==> config.mk <==
export PLATFORM = sky130hd
export DESIGN_NAME = output_port_allocator
export DESIGN_NICKNAME = d
export VERILOG_FILES = /design/src/rtl/output_port_allocator.sv
export SDC_FILE = /design/constraint.sdc
export NUM_CORES = 1
export LEC_CHECK = 0
export CAP_MARGIN = 20
export CORE_MARGIN = 4
export CORE_UTILIZATION = 60
export CTS_CLUSTER_DIAMETER = 200
export DETAILED_ROUTE_END_ITERATION = 16
export HOLD_SLACK_MARGIN = 0.06
export PLACE_DENSITY = 0.87
export SYNTH_ARGS = -nofsm -noshare
export SYNTH_HDL_FRONTEND = slang
export SYNTH_SLANG_ARGS = --single-unit
==> constraint.sdc <==
create_clock -name clk -period 6 [get_ports clk]
set_clock_uncertainty 0.1 [all_clocks]
set_input_delay 1.2 -clock clk [delete_from_list [all_inputs] [get_ports clk]]
set_output_delay 1.2 -clock clk [all_outputs]
set_load 0.01 [all_outputs]
==> src/rtl/output_port_allocator.sv <==
// Output-port allocator for a 5-port router: round-robin header arbitration, wormhole lock,
// downstream credit tracking and stall-timeout release.
module output_port_allocator #(
    parameter int DEPTH   = 4,
    parameter int TIMEOUT = 16
) (
    input  logic       clk,
    input  logic       rst,
    input  logic       Lreq,
    input  logic       Nreq,
    input  logic       Ereq,
    input  logic       Wreq,
    input  logic       Sreq,
    input  logic [2:0] Lflit_id,
    input  logic [2:0] Nflit_id,
    input  logic [2:0] Eflit_id,
    input  logic [2:0] Wflit_id,
    input  logic [2:0] Sflit_id,
    input  logic       credit_in,
    output logic [4:0] grant,
    output logic       fwd,
    output logic       busy,
    output logic       timeout_err,
    output logic [3:0] credits
);

    typedef enum logic {IDLE, LOCKED} state_t;

    localparam logic [3:0] DEPTH_C   = 4'(DEPTH);
    localparam logic [7:0] STALL_MAX = 8'(TIMEOUT - 1);
    localparam logic [2:0] HEADER    = 3'b001;
    localparam logic [2:0] TAIL      = 3'b100;

    state_t     state_q, state_d;
    logic [4:0] grant_q, grant_d;
    logic [2:0] rr_q, rr_d;
    logic [3:0] credits_q, credits_d;
    logic [7:0] stall_q, stall_d;
    logic       timeout_q, timeout_d;

    logic [4:0] req;
    logic [2:0] fid [5];
    logic [4:0] eligible;

    assign req    = {Sreq, Wreq, Ereq, Nreq, Lreq};
    assign fid[0] = Lflit_id;
    assign fid[1] = Nflit_id;
    assign fid[2] = Eflit_id;
    assign fid[3] = Wflit_id;
    assign fid[4] = Sflit_id;

    genvar gi;
    generate
        for (gi = 0; gi < 5; gi++) begin : g_elig
            assign eligible[gi] = req[gi] && (fid[gi] == HEADER);
        end
    endgenerate

    // Round-robin search starting at rr_q, wrapping modulo 5.
    logic       win_found;
    logic [2:0] win_idx;
    logic [3:0] cand;
    always_comb begin
        win_found = 1'b0;
        win_idx   = 3'd0;
        cand      = 4'd0;
        for (int k = 0; k < 5; k++) begin
            cand = {1'b0, rr_q} + 4'(k);
            if (cand >= 4'd5) cand = cand - 4'd5;
            if (!win_found && eligible[cand[2:0]]) begin
                win_found = 1'b1;
                win_idx   = cand[2:0];
            end
        end
    end

    // Decode the one-hot grant into the granted port's index, req and flit type.
    logic [2:0] g_idx;
    logic       g_req;
    logic [2:0] g_flit;
    always_comb begin
        g_idx  = 3'd0;
        g_req  = 1'b0;
        g_flit = 3'b000;
        for (int i = 0; i < 5; i++) begin
            if (grant_q[i]) begin
                g_idx  = 3'(i);
                g_req  = req[i];
                g_flit = fid[i];
            end
        end
    end

    logic [2:0] rr_after;
    assign rr_after = (g_idx == 3'd4) ? 3'd0 : g_idx + 3'd1;

    assign fwd         = (state_q == LOCKED) && g_req && (credits_q != 4'd0);
    assign busy        = (state_q == LOCKED);
    assign grant       = grant_q;
    assign credits     = credits_q;
    assign timeout_err = timeout_q;

    always_comb begin
        credits_d = credits_q;
        case ({fwd, credit_in})
            2'b10:   credits_d = credits_q - 4'd1;
            2'b01:   credits_d = (credits_q == DEPTH_C) ? credits_q : credits_q + 4'd1;
            default: credits_d = credits_q;
        endcase
    end

    always_comb begin
        state_d   = state_q;
        grant_d   = grant_q;
        rr_d      = rr_q;
        stall_d   = stall_q;
        timeout_d = 1'b0;
        case (state_q)
            IDLE: begin
                if (win_found) begin
                    state_d = LOCKED;
                    grant_d = 5'b00001 << win_idx;
                    stall_d = 8'd0;
                end
            end
            LOCKED: begin
                if (fwd) begin
                    stall_d = 8'd0;
                    if (g_flit == TAIL) begin
                        state_d = IDLE;
                        grant_d = 5'b00000;
                        rr_d    = rr_after;
                    end
                end else if (stall_q == STALL_MAX) begin
                    state_d   = IDLE;
                    grant_d   = 5'b00000;
                    rr_d      = rr_after;
                    timeout_d = 1'b1;
                end else begin
                    stall_d = stall_q + 8'd1;
                end
            end
            default: state_d = IDLE;
        endcase
    end

    always_ff @(posedge clk) begin
        if (rst) begin
            state_q   <= IDLE;
            grant_q   <= 5'b00000;
            rr_q      <= 3'd0;
            credits_q <= DEPTH_C;
            stall_q   <= 8'd0;
            timeout_q <= 1'b0;
        end else begin
            state_q   <= state_d;
            grant_q   <= grant_d;
            rr_q      <= rr_d;
            credits_q <= credits_d;
            stall_q   <= stall_d;
            timeout_q <= timeout_d;
        end
    end

endmodule
==> results.cfg <==
[yosys]
postSynthRegisterBits = 22
synth_area_leader_cell = sky130_fd_sc_hd__dfxtp_1
main_combinational_cell_family_by_area_after_synthesis = simple AND/OR/NAND/NOR gates
synth.lib_cells_used.distinct = 71
netlist_top_cells_area = sky130_fd_sc_hd__dfxtp_1 19%, sky130_fd_sc_hd__nor2_1 6.5%, sky130_fd_sc_hd__ha_1 6.3%
synth-compound-area-share_pct = 22.2
ys_seq_area_share_pct = 18.5
count_of_warnings_emitted_by_yosys = 0
most_instantiated_flip_flop_cell_in_the_synthesis_netlist = sky130_fd_sc_hd__dfxtp_1
adder_cell_share_of_the_synthesized_area_pct = 8.01
synth_top_cell_area_share_pct = 18.5
post_synth.cell_area_avg_sq_um = 7.74
synth_area_sq_mm = 0.00237
synth_nets = 344
async_set_reset_flop_share_out_of_synthesis_pct = 0
synth_enable_flop_cells = 0
yosys.area_share.xor_xnor_pct = 4.06
synth.area.mux_share_pct = 9.33
synth_simple_gate_area_share_pct = 32.6
synth_cells = 307

[placed_design]
hpwlAfterDp_mm = 4.59
pre_cts_ws_ps = 1340
io_buffer_count = 34
dpl-instance-area_sq_mm = 0.00273
globalplace.congestion = 0.923
post-place-cells = 381

[final_layout]
drive_gt1_share_pct = 8.04
layout.area.seq_sq_um = 440
mostFrequentLayoutCell = sky130_fd_sc_hd__nor2_1
mostFrequentLayoutCells = 41 x sky130_fd_sc_hd__nor2_1, 34 x sky130_fd_sc_hd__clkdlybuf4s50_1, 28 x sky130_fd_sc_hd__nand2_1
antennaDiodeCount = 0
instances_no_fill = 384
post-route-cell-area_sq_mm = 0.00277
areaGrowthSynthToFinish_pct = 16.8
multi_input_comb_area_sq_mm = 0.00181
filler_cell_count = 310
finalNetCount = 375

[sta]
worst_slack_ps = 1310
grt_setup_unrepaired = no
period_share_pct = 78.2
maxSlewViolCount = 0
finalCriticalPeriod_ps = 4690
timing.max_slew.rel_slack_pct = 62.0
finish_stage_setup_viols = 0
clock.fmax_mhz = 213
worst_max_slew_pin_slew_ps = 569
hold_viol = 0
setup-tns-final_ps = 0

[floorplanning]
rows = 22
ioPinCount = 35
die_width_um = 70.9
die_area_sq_mm = 0.00503
core_sq_mm = 0.00374
floorplan.initialDensity_pct = 63.4
die_height_um = 70.9

[route]
detail_route.vias_per_cell = 6.28
detail_route.first_pass.iterations = 4
routed-via-count = 2413
post_drt_wl_per_cell_um = 15.5
detail_route.wirelength_mm = 5.96
route.antenna.remaining_nets = 0
initialDrtViolationCount = 217
drc = 0

[worst_setup_path]
crit_path_max_fanout = 7
worstPathArrival_ps = 3390
worst_r2r_endpoint = grant[2]
timing.critical_path.to_type = primary output
r2r-start = rr_q[1]
timing.critical_path.from_type = primary input
cp.required_ps = 4700
regToRegSetupSlack_ps = 2240
ff2ff_path_depth = 12
worstSetupPathType = primary input to primary output

[clock_network]
cts_hold_buffers = 0
cts.repair.resized = 0
clk_path_buf_depth = 2
cts.reportedPaths.clkPinSlew_ps = 70
clock_tree.root_cell = sky130_fd_sc_hd__clkbuf_8
tritoncts = built
cts-buffers-inserted = 3
worst_skew_pair.late_latency_ps = 260
h_tree_levels = 1
clock_sinks = 22
postCtsSetupBuffers = 0

[power_and_ir_drop]
peakVddDrop_v = 0.000171
power.leakage_nw = 1.06
power_uw = 421
power_density_mw_per_mm2 = 152

[global_route]
grt_max_degree = 25
antenna_violations_before_repair = 0
globalRouteMet2Util_pct = 35.9
grt_first_pass_wirelength_mm = 10.1
globalRoute.totalOverflow = 0
grt_pass1_vias = 2175
grt_most_used_layer = met2
grt_use_met3_pct = 5.97
global_route.usage.total_pct = 24.0
met1_usage_pct = 34.6

[min_path]
worstHoldPathCells = 2
hold-path-endpoint = stall_q[7]
timing.hold.worst.class = flop to flop
worstHoldStart = stall_q[7]

[job]
max_cap_viol_count = 0

[outcome]
status = completed
worst max-delay path by stage:
stage                          end  cells after the start   startpoint  slack, ps
final                          fwd                      6         Nreq       1310
after global placement         fwd                      6         Nreq       1350
after global routing           fwd                      6         Nreq       1090
after floorplan           grant[0]                     10  Wflit_id[1]       2630
after detailed placement       fwd                      6         Nreq       1340
after CTS                      fwd                      6         Nreq       1290
metal layers:
metal	part of all wire (%)	vias up
met5	0	-
met4	1.5	0
met3	9.3	10
met2	44	108
met1	45	1105
li1	-	1190
flip-flops by register name, indices dropped and copies added (netlist names):
register     count
timeout_err      1
rr_q             3
credits          4
stall_q          8
grant            5
busy             1
cell usage after synthesis, drive strengths merged (3+ instances only):
master and count:
dfxtp 22, nand2b 7, inv 15, and2 3, ha 12, a21oi 10
nand2 30, a21o 5, xor2 5, buf 7, and4bb 3, nand4bb 3
mux2 4, xnor2 6, or3 7, nand3 12, or4 3, a211oi 3
clkbuf 4, o221ai 3, o21ai 18, mux2i 15, nor2b 8, o21a 3
o31ai 5, nor2 42, nor3 11
where the power goes:
group	internal (mW)	switching, mW	total (mW)
clock network	0.0447	0.0441	0.0888
logic	0.0819	0.0729	0.155
registers	0.159	0.0183	0.178
total	0.286	0.135	0.421
cells by family after synthesis:
group,Yosys count
AND/OR/NAND/NOR,141
AO/OA/AOI/OAI,73
buffers and inverters,26
flip-flops,22
multiplexers,20
adder cells (fa/ha/maj),14
XOR/XNOR,11
final cells by class:
class / instances / area share (%)
multi-input combinational: 259 / 65.3
clock buffer: 3 / 1.49
tap: 48 / 2.17
sequential: 22 / 15.9
inverter: 15 / 2.12
timing repair buffer: 37 / 13.1
critical path, cell delays in order:
cell and delay [ps]:
sky130_fd_sc_hd__clkdlybuf4s50_1 480, sky130_fd_sc_hd__a221oi_1 90, sky130_fd_sc_hd__o311ai_0 460, sky130_fd_sc_hd__o2111ai_1 410, sky130_fd_sc_hd__inv_1 200, sky130_fd_sc_hd__clkdlybuf4s50_1 560
stage by stage:
stage	hold slack (ps)	util, %
floorplan	356	-
finish	408	74.1
global route	426	74.1
detailed placement	392	73.0
global placement	377	73.0
CTS	402	74.1
Note: power is estimated with default switching activity, not from simulation.
